[src/rtl/core_pkg.sv]
// Shared definitions for the RV32I multi-cycle core.
//   seq_state_e      : phase encoding driven on core_seq.state (IDLE..HALT)
//   OP_LOAD/STORE/SYSTEM : major opcodes the sequencer decodes
//   bad_fetch_target : true when an address cannot be fetched (misaligned
//                      or outside instruction memory)
package core_pkg;

  typedef enum logic [2:0] {
    ST_IDLE    = 3'd0,
    ST_FETCH   = 3'd1,
    ST_DECODE  = 3'd2,
    ST_EXECUTE = 3'd3,
    ST_MEM     = 3'd4,
    ST_WB      = 3'd5,
    ST_HALT    = 3'd6
  } seq_state_e;

  localparam logic [6:0] OP_LOAD   = 7'b0000011;
  localparam logic [6:0] OP_STORE  = 7'b0100011;
  localparam logic [6:0] OP_SYSTEM = 7'b1110011;

  function automatic logic bad_fetch_target(input logic [31:0] addr,
                                            input logic [31:0] limit);
    return (addr[1:0] != 2'b00) || (addr >= limit);
  endfunction

endpackage

[src/rtl/seq_perf_cnt.sv]
// Performance counters for the core sequencer.
//   clk, rst_n   : core clock, async active-low reset
//   retire       : one-cycle pulse per completed instruction
//   cycle_cnt    : cycles since reset, wraps at 2^64
//   instret_cnt  : retired instructions, wraps at 2^64
module seq_perf_cnt (
  input  logic        clk,
  input  logic        rst_n,
  input  logic        retire,
  output logic [63:0] cycle_cnt,
  output logic [63:0] instret_cnt
);

  always_ff @(posedge clk or negedge rst_n) begin
    // NOTE: sequential state uses non-blocking (<=) so every flop samples pre-edge values.
    if (!rst_n) begin
      cycle_cnt   <= '0;
      instret_cnt <= '0;
    end else begin
      cycle_cnt <= cycle_cnt + 64'd1;
      if (retire) instret_cnt <= instret_cnt + 64'd1;
    end
  end

endmodule

[src/rtl/core_seq.sv]
// Multi-cycle control sequencer for the RV32I core. Owns the PC and the
// phase bus, latches the fetched instruction, applies branch/jump redirects
// and stops the core on SYSTEM opcodes or an unfetchable next PC.
//   clk, rst_n            : core clock, async active-low reset
//   state                 : current phase (core_pkg::seq_state_e encoding)
//   pc                    : address of the current instruction
//   instr_in              : imem word, captured at the end of FETCH
//   ir                    : latched instruction register
//   pc_redirect/pc_target : taken branch/jump, honoured only in EXECUTE
//   dmem_ready            : data access complete, sampled in MEM
//   retire                : high during the final cycle of an instruction
//   halted, trap          : sticky stop flags (trap = bad fetch target)
//   cycle_cnt/instret_cnt : performance counters
// Optional feature: define SEQ_PERF_COUNTERS_EN to build the counters;
// otherwise both counter ports read as zero.
module core_seq
  import core_pkg::*;
#(
  parameter logic [31:0] RESET_PC   = 32'h0000_0000,
  parameter int unsigned IMEM_BYTES = 32'd1048576
) (
  input  logic        clk,
  input  logic        rst_n,
  output logic [2:0]  state,
  output logic [31:0] pc,
  input  logic [31:0] instr_in,
  output logic [31:0] ir,
  input  logic        pc_redirect,
  input  logic [31:0] pc_target,
  input  logic        dmem_ready,
  output logic        retire,
  output logic        halted,
  output logic        trap,
  output logic [63:0] cycle_cnt,
  output logic [63:0] instret_cnt
);

  seq_state_e  st;
  logic [31:0] pc_next;
  logic [6:0]  opcode;
  logic        is_mem_op;
  logic        next_bad;

  assign opcode    = ir[6:0];
  assign is_mem_op = (opcode == OP_LOAD) || (opcode == OP_STORE);
  assign next_bad  = bad_fetch_target(pc_next, IMEM_BYTES);
  assign state     = st;

  // Retire cannot be a registered flag: a STORE completes in the very MEM
  // cycle where dmem_ready rises, so the pulse follows that input directly.
  assign retire = (st == ST_WB) ||
                  ((st == ST_MEM) && dmem_ready && (opcode == OP_STORE));

  always_ff @(posedge clk or negedge rst_n) begin
    if (!rst_n) begin
      st      <= ST_IDLE;
      pc      <= RESET_PC;
      pc_next <= RESET_PC;
      ir      <= '0;
      halted  <= 1'b0;
      trap    <= 1'b0;
    end else begin
      case (st)
        ST_IDLE:  st <= ST_FETCH;
        ST_FETCH: begin
          ir <= instr_in;
          st <= ST_DECODE;
        end
        ST_DECODE: begin
          if (opcode == OP_SYSTEM) begin
            st     <= ST_HALT;
            halted <= 1'b1;
          end else begin
            st <= ST_EXECUTE;
          end
        end
        ST_EXECUTE: begin
          pc_next <= pc_redirect ? pc_target : pc + 32'd4;
          st      <= is_mem_op ? ST_MEM : ST_WB;
        end
        ST_MEM: begin
          if (dmem_ready) begin
            if (opcode == OP_LOAD) begin
              st <= ST_WB;
            end else begin
              // STORE retires here; pc shows the new target even on a trap.
              pc <= pc_next;
              if (next_bad) begin
                st     <= ST_HALT;
                halted <= 1'b1;
                trap   <= 1'b1;
              end else begin
                st <= ST_FETCH;
              end
            end
          end
        end
        ST_WB: begin
          pc <= pc_next;
          if (next_bad) begin
            st     <= ST_HALT;
            halted <= 1'b1;
            trap   <= 1'b1;
          end else begin
            st <= ST_FETCH;
          end
        end
        ST_HALT: st <= ST_HALT;
        default: begin
          // Corrupted phase register: stop and flag it as a trap.
          st     <= ST_HALT;
          halted <= 1'b1;
          trap   <= 1'b1;
        end
      endcase
    end
  end

`ifdef SEQ_PERF_COUNTERS_EN
  seq_perf_cnt u_perf_cnt (
    .clk         (clk),
    .rst_n       (rst_n),
    .retire      (retire),
    .cycle_cnt   (cycle_cnt),
    .instret_cnt (instret_cnt)
  );
`else
  assign cycle_cnt   = 64'd0;
  assign instret_cnt = 64'd0;
`endif

endmodule

[config.mk]
export PLATFORM = sky130hd
export DESIGN_NAME = core_seq
export DESIGN_NICKNAME = d
export VERILOG_FILES = /design/src/rtl/core_pkg.sv /design/src/rtl/seq_perf_cnt.sv /design/src/rtl/core_seq.sv
export SDC_FILE = /design/constraint.sdc
export NUM_CORES = 1
export LEC_CHECK = 0
export ABC_AREA = 1
export CAP_MARGIN = 20
export CORE_AREA = 2 2 123 125
export CTS_CLUSTER_SIZE = 20
export DETAILED_ROUTE_END_ITERATION = 8
export DIE_AREA = 0 0 125 127
export HOLD_SLACK_MARGIN = 0.15
export PLACE_DENSITY = 0.8
export RECOVER_POWER = 25
export SYNTH_ARGS = -nofsm -noshare
export SYNTH_HDL_FRONTEND = slang
export SYNTH_SLANG_ARGS = --single-unit
[constraint.sdc]
create_clock -name clk -period 1.8 [get_ports clk]
set_clock_uncertainty 0.1 [all_clocks]
set_input_delay 0.36 -clock clk [delete_from_list [all_inputs] [get_ports clk]]
set_output_delay 0.36 -clock clk [all_outputs]
set_load 0.05 [all_outputs]
==> results of run 1 <==
sequential cells by signal, indices dropped and copies added, names as in the netlist:
name,cells
halted,1
ir,32
pc,32
pc_next,32
state,3
trap,1
cell type report:
cell class | instances | area share
multi-input combinational | 665 | 0.3498
sequential | 101 | 0.3072
timing repair buffer | 195 | 0.2649
clock buffer | 12 | 0.02855
tap | 184 | 0.02779
inverter | 39 | 0.01828
clock inverter | 4 | 0.003474
power groups by stage:
stage          logic [mW]  registers (mW)  clock network (mW)
2_1_floorplan        3.46            6.92                   0
3_3_place_gp         9.60            4.45                   0
3_5_place_dp         9.77            4.47                   0
4_1_cts              9.81            4.46                1.84
5_1_grt              10.9            4.59                1.94
6_report             10.2            4.46                1.81
metal layers:
| metal | wire (um) | GRT usage | vias to the layer above |
|---|---|---|---|
| met5 | 0 | 0 | - |
| met4 | 567 | 0.08431 | 0 |
| met3 | 1719 | 0.05528 | 47 |
| met2 | 7915 | 0.3309 | 317 |
| met1 | 6318 | 0.2441 | 2633 |
| li1 | - | - | 2734 |
path summary, 6_finish.rpt:
kind / end / slack (ns) / from / cells after the start
worst max-delay path: retire / -0.23 / state[0] / 4
worst min-delay path: ir[20] / 0.37 / ir[20] / 2
worst max register to register: pc[24] / 0.02 / state[0] / 9
worst min register to register: ir[20] / 0.37 / ir[20] / 2
max in group asynchronous: ir[1] / 0.11 / rst_n / 3
min in group asynchronous: ir[10] / 0.57 / rst_n / 2
layout by cell type, fill, tap and decap left out, types with 4 or more instances in the layout:
master	netlist	layout
o21ai_1	5	10
clkbuf_1	18	4
a21oi_1	28	28
dfrtp_1	101	87
nand2_2	0	6
nand2_1	276	270
buf_4	132	80
clkdlybuf4s50_1	0	66
buf_12	0	41
inv_1	34	33
dfrtp_2	0	14
o21bai_1	6	6
o21ai_0	21	16
nand3_1	60	60
xnor2_1	4	4
conb_1	1	128
o211ai_1	4	4
nand3b_1	8	8
nor2_1	100	92
clkbuf_16	0	11
nor2_2	2	9
stage by stage:
step                      TNS (ns)  instances  cell area [um2]
after CTS                  -0.2126       1192             8155
after global routing        -3.065       1200             8284
final                      -0.2312       1200             8284
after floorplan           -0.06965        960             6630
after global placement    -0.03998       1173             7863
after detailed placement   -0.7622       1173             7863
timing repair:
action / 4_1_cts / 5_1_grt
pin swaps: 3 / 1
gates resized for setup: 1 / 23
setup buffers: 2 / 4
hold endpoints to repair: 101 / 0
gates cloned: 0 / 5
endpoints found under the setup margin: 1 / 47
hold buffers: 1 / 0
worst max-delay path, cell delays in order (launching register included):
cell and delay, ns:
dfrtp_2 0.42, nor3_4 0.26, inv_2 0.10, o31ai_4 0.27, buf_12 0.17
logic make-up (layout without fill, tap and decap cells):
kind of cell / Yosys count / in the layout / share of synthesized area
adder cells (fa/ha/maj): 1 / 1 / 0.002050
AND/OR/NAND/NOR: 457 / 457 / 0.3067
other: 1 / 128 / 0.0006145
flip-flops: 101 / 101 / 0.4142
XOR/XNOR: 5 / 5 / 0.007176
buffers and inverters: 194 / 250 / 0.2011
AO/OA/AOI/OAI: 74 / 74 / 0.06807
==> results.md, run 1 <==
- Status: complete, but fails checks
- Violated checks: negative setup slack
- CP Capture Type: output port
- Core footprint: 14420 um2
- Overall routing resource usage: 0.1987
- Avg Cell Area, Syn: 7.325 um2
- Final hold vios: 0
- H-tree depth: 3
- Worst-Skew Late Latency: 0.35 ns
- Worst Slack Setup Final: -0.2312 ns
- Die Wd: 125 um
- Min cycle time layout: 2.031 ns
- Synth Flop Type: dfrtp_1
- Row Count: 44
- # diodes: 0
- Layout cells sized above 1: 0.1801
- Worst-margin pin slew: 0.9431 ns
- Max-slew violations: 0
- Clock power frac: 0.110
- RSZ-0062 raised after global routing: true
- Initial antenna violation count: 0
- Comb power frac: 0.620
- Required @ worst endpoint: 1.34 ns
- Sequential share of the synthesized area: 0.4142
- Final nets: 1080
- Hpwl dp: ~12 mm
- Most frequent cells after synthesis: nand2_1 (276), buf_4 (132), dfrtp_1 (101)
- Vias in the first global route: 5356
- Max_slew headroom: 0.3713
- Post-synth top area share: 0.4142
- First-pass GRT wire length: about 26 mm
- Tot Pwr: between 15 and 20 mW
- Full die area: approximately 16000 um2
- Synth top area cells: dfrtp_1 (41%), nand2_1 (17%), buf_4 (16%)
- Switching pwr: 8.214 mW
- Max VDD drop: between 1000 and 1500 uV
- CP Max Fanout: 3
- P_leak: 4.065 nW
- Switch share: 0.4976
- WHS: 0.3727 ns
- Setup violators final: 1
- Gp weighted congestion: between 0.9 and 1
- Post-Syn Area: 6102 um2
- Post-DRT Antenna Nets: 0
- DR WL/cell: ~14 um
- Final period utilization: 1.128
- Max clock buf depth: 2
- Clk pin slew, worst setup/hold paths: about 0.07 ns
- Initial drt markers: 417
- Total Wirelength: ~17 mm
- Worst slack at placement: -0.07599 ns
- FF/Latch Area: 2545 um2
- Critical Path Source Type: flip-flop
- Area Overhead vs Synth: 35.76%
- First-pass DRT Iterations: 5
- Critical path class: flip-flop to output port
- Via count: 5731
- Clock Root Buffer: clkbuf_16
- Max_cap viols: 0
- Most frequent cell after synthesis: nand2_1
- Area of the multi-input gates: 2898 um2
- HP Class: flip-flop to flip-flop
- Register share of total power: 0.270
- Worst EP arrival: around 1.6 ns
- Sink Count: 101
- PD cells: 1993 nW/um2
- Power Internal: 8.295 mW
- Synthesis-stage register bit count: 101
- Post-route DRC: 0
- Yosys top cell by area: dfrtp_1
- Max Clk Rate: roughly 500 MHz
- Fin util: 0.5743
- Total gr overflow: 0
- Syn Inst Count: 833
- Chip Height: 127 um
- Via/cell ratio: 4.776
- FFs w/ async S/R, synth: 1.000
- # fillers: 1282
- Initial Utilization: 0.4231
- Post-synth EDFFs: 0
- Num CTS Buffers: 9
- CTS tree: done
- Largest net degree at the start of global routing: 44
- Synth warn: 0
- Io pins: ~270
- Port bufs: 137
- Netlist cell types: 34
Note: power is estimated with default switching activity, not from simulation.
==> run 2: changes to the inputs <==
clock period = 2.3 ns   (was 1.8 ns; I/O delays follow)
==> run 2 against run 1 <==
- the run now ends clean
- final cell count is 3.6% lower
- total power is 30% lower
- utilization is 4.9 points lower
- sequential power is 20% lower
==> results.md, run 2 (synthesized netlist as in run 1, its figures left out) <==
- TNS Setup: 0 ns (was -0.2312 ns)
- R2r startpoint: pc[2] (was state[0])
- Status: complete, no violations (was complete, but fails checks)
- Worst-Skew Late Latency: 0.35 ns (about the same)
- Worst EP arrival: 1.69 ns (was 1.57 ns)
- Most frequent cells in the layout: nand2_1 (276), clkdlybuf4s50_1 (129), conb_1 (128), dfrtp_1 (101), nor2_1 (98) (was nand2_1 (270), conb_1 (128), nor2_1 (92), dfrtp_1 (87), buf_4 (80))
- CP Buf/Inv Count: 1 (was 2)
- Critical Path Source Type: flip-flop (unchanged)
- Clock Root Buffer: clkbuf_16 (unchanged)
- Area Overhead vs Synth: 24.26% (was 35.76%)
- Max_cap viols: 0 (unchanged)
- Sink Count: 101 (unchanged)
- Gp weighted congestion: 0.9224 (was 0.9458)
- Final nets: 1038 (was 1080)
- Kind of cell adding the most delay to the critical path: buffers and inverters (was flip-flops)
- Largest stage delay on the critical path: 0.85 ns (was 0.42 ns)
- HP Class: flip-flop to flip-flop (unchanged)
- # diodes: 0 (unchanged)
- Post-DRT Antenna Nets: 0 (unchanged)
- Total Wirelength: 15.62 mm (was 16.52 mm)
- Die Wd: 125 um (unchanged)
- CP cell instances: clkdlybuf4s50_1 (was nor3_4, inv_2, o31ai_4, buf_12)
- CP Max Fanout: 6 (was 3)
- PD cells: 1534 nW/um2 (was 1993 nW/um2)
- Core footprint: 14420 um2 (unchanged)
- Max Clk Rate: 444.9 MHz
- Final hold vios: 0 (unchanged)
- Overall routing resource usage: 0.1940 (was 0.1987)
- Port bufs: 137 (unchanged)
- Post-route DRC: 0 (unchanged)
- Hold Startpoint: ir[26] (was ir[20])
- Initial drt markers: 341 (was 417)
- Max_slew headroom: 0.1863 (was 0.3713)
- Io pins: 266 (unchanged)
- Most common cell after layout, fill and taps aside: nand2_1 (unchanged)
- H-tree depth: 3 (unchanged)
- CTS tree: done (unchanged)
- Full die area: 15880 um2 (unchanged)
- Chip Height: 127 um (unchanged)
- Num CTS Buffers: 9 (unchanged)
- Max-slew violations: 0 (unchanged)
- Row Count: 44 (unchanged)
- Total gr overflow: 0 (unchanged)
- Via/cell ratio: 4.693 (was 4.776)
- CP Capture Type: output port (unchanged)
- Critical path class: flip-flop to output port (unchanged)
- # fillers: 1422 (was 1282)
- First-pass DRT Iterations: 5 (unchanged)
- DR WL/cell: 13.50 um (was 13.77 um)
- Max VDD drop: 1325 uV (was 1182 uV)
- Top Registers: ir x32, pc x32, pc_next x32 (unchanged)
- Clk pin slew, worst setup/hold paths: 0.07 ns (about the same)
- Required @ worst endpoint: 1.74 ns (was 1.34 ns)
- Min cycle time layout: between 2 and 2.5 ns
- First-pass GRT wire length: 24.84 mm (was 25.70 mm)
- Hpwl dp: 11.61 mm (was 11.98 mm)
- Initial antenna violation count: 0 (unchanged)
- Layout cells sized above 1: 0.04933 (was 0.1801)
- Max clock buf depth: 2 (unchanged)
- Slowest CP cell: clkdlybuf4s50_1 (was dfrtp_2)
- Final period utilization: 0.9772
- Worst-margin pin slew: 1.221 ns (was 0.9431 ns)
- Initial Utilization: 0.4231 (unchanged)
- Fin util: 0.5257 (was 0.5743)
- RSZ-0062 raised after global routing: false (was true)
- Via count: 5430 (was 5731)
- P_leak: 3.673 nW (was 4.065 nW)
- Setup violators final: 0 (was 1)
- Largest net degree at the start of global routing: 45 (was 44)
- Crit. Startpoint: pc[26] (was state[0])
- Vias in the first global route: 5062 (was 5356)
## run 2: changes by cell type in the layout (fill, tap and decap cells not counted), sizes merged
cell	change
buf	-107
clkdlybuf4s50	+63
clkbuf	-3
dlymetal6s2s	+3
bufinv	+2
clkinv	-2
inv	+1
## run 2: worst paths after layout
kind | to | slack (ns) | cells past startpoint
max in group asynchronous | ir[14] | 0.32 | 3
worst min register to register | ir[26] | 0.37 | 2
worst max register to register | pc_next[16] | 0.39 | 8
worst min-delay path | ir[26] | 0.37 | 2
min in group asynchronous | ir[7] | 0.78 | 2
worst max-delay path | pc[26] | 0.05 | 1
## run 2: area by class of cell
class	instances	area (um2)	share of cell area
timing repair buffer	153	1523	0.2008
inverter	39	146.4	0.01931
clock inverter	5	83.83	0.01106
tap	184	230.2	0.03036
clock buffer	10	229.0	0.03020
sequential	101	2527	0.3333
multi-input combinational	665	2843	0.3749
## run 2: repair_timing
| item | in CTS | in global routing |
|---|---|---|
| hold endpoints to repair | 18 | 0 |
| setup endpoints to repair | 0 | 3 |
| hold buffers | 1 | 0 |
| resized for setup | 0 | 3 |
| buffers inserted | 0 | 0 |
## run 2: report_power, final
group / internal, mW / switching [mW]
combinational: 2.01 / 4.41
sequential: 2.67 / 0.909
clock: 0.952 / 0.689
## run 2: stage by stage
stage	instances	instance area [um2]	setup slack (ns)	hold slack [ns]	power, mW
after floorplan	960	6593	0.1201	0.06441	8.058
after global placement	1141	7256	0.2243	0.2662	9.883
after detailed placement	1141	7256	0.2189	0.2691	10.01
after CTS	1157	7579	0.02552	0.3752	11.68
after global routing	1157	7582	0.004542	0.3926	12.36
final	1157	7582	0.05233	0.3686	11.63
## run 2: routing by layer
layer  vias to the layer above  part of all wire  global-route usage
met5                         -                 0                   0
met4                         0             0.016             0.05752
met3                        21              0.10             0.06533
met2                       269              0.48              0.3207
met1                      2498              0.40              0.2430
li1                       2642                 -                   -
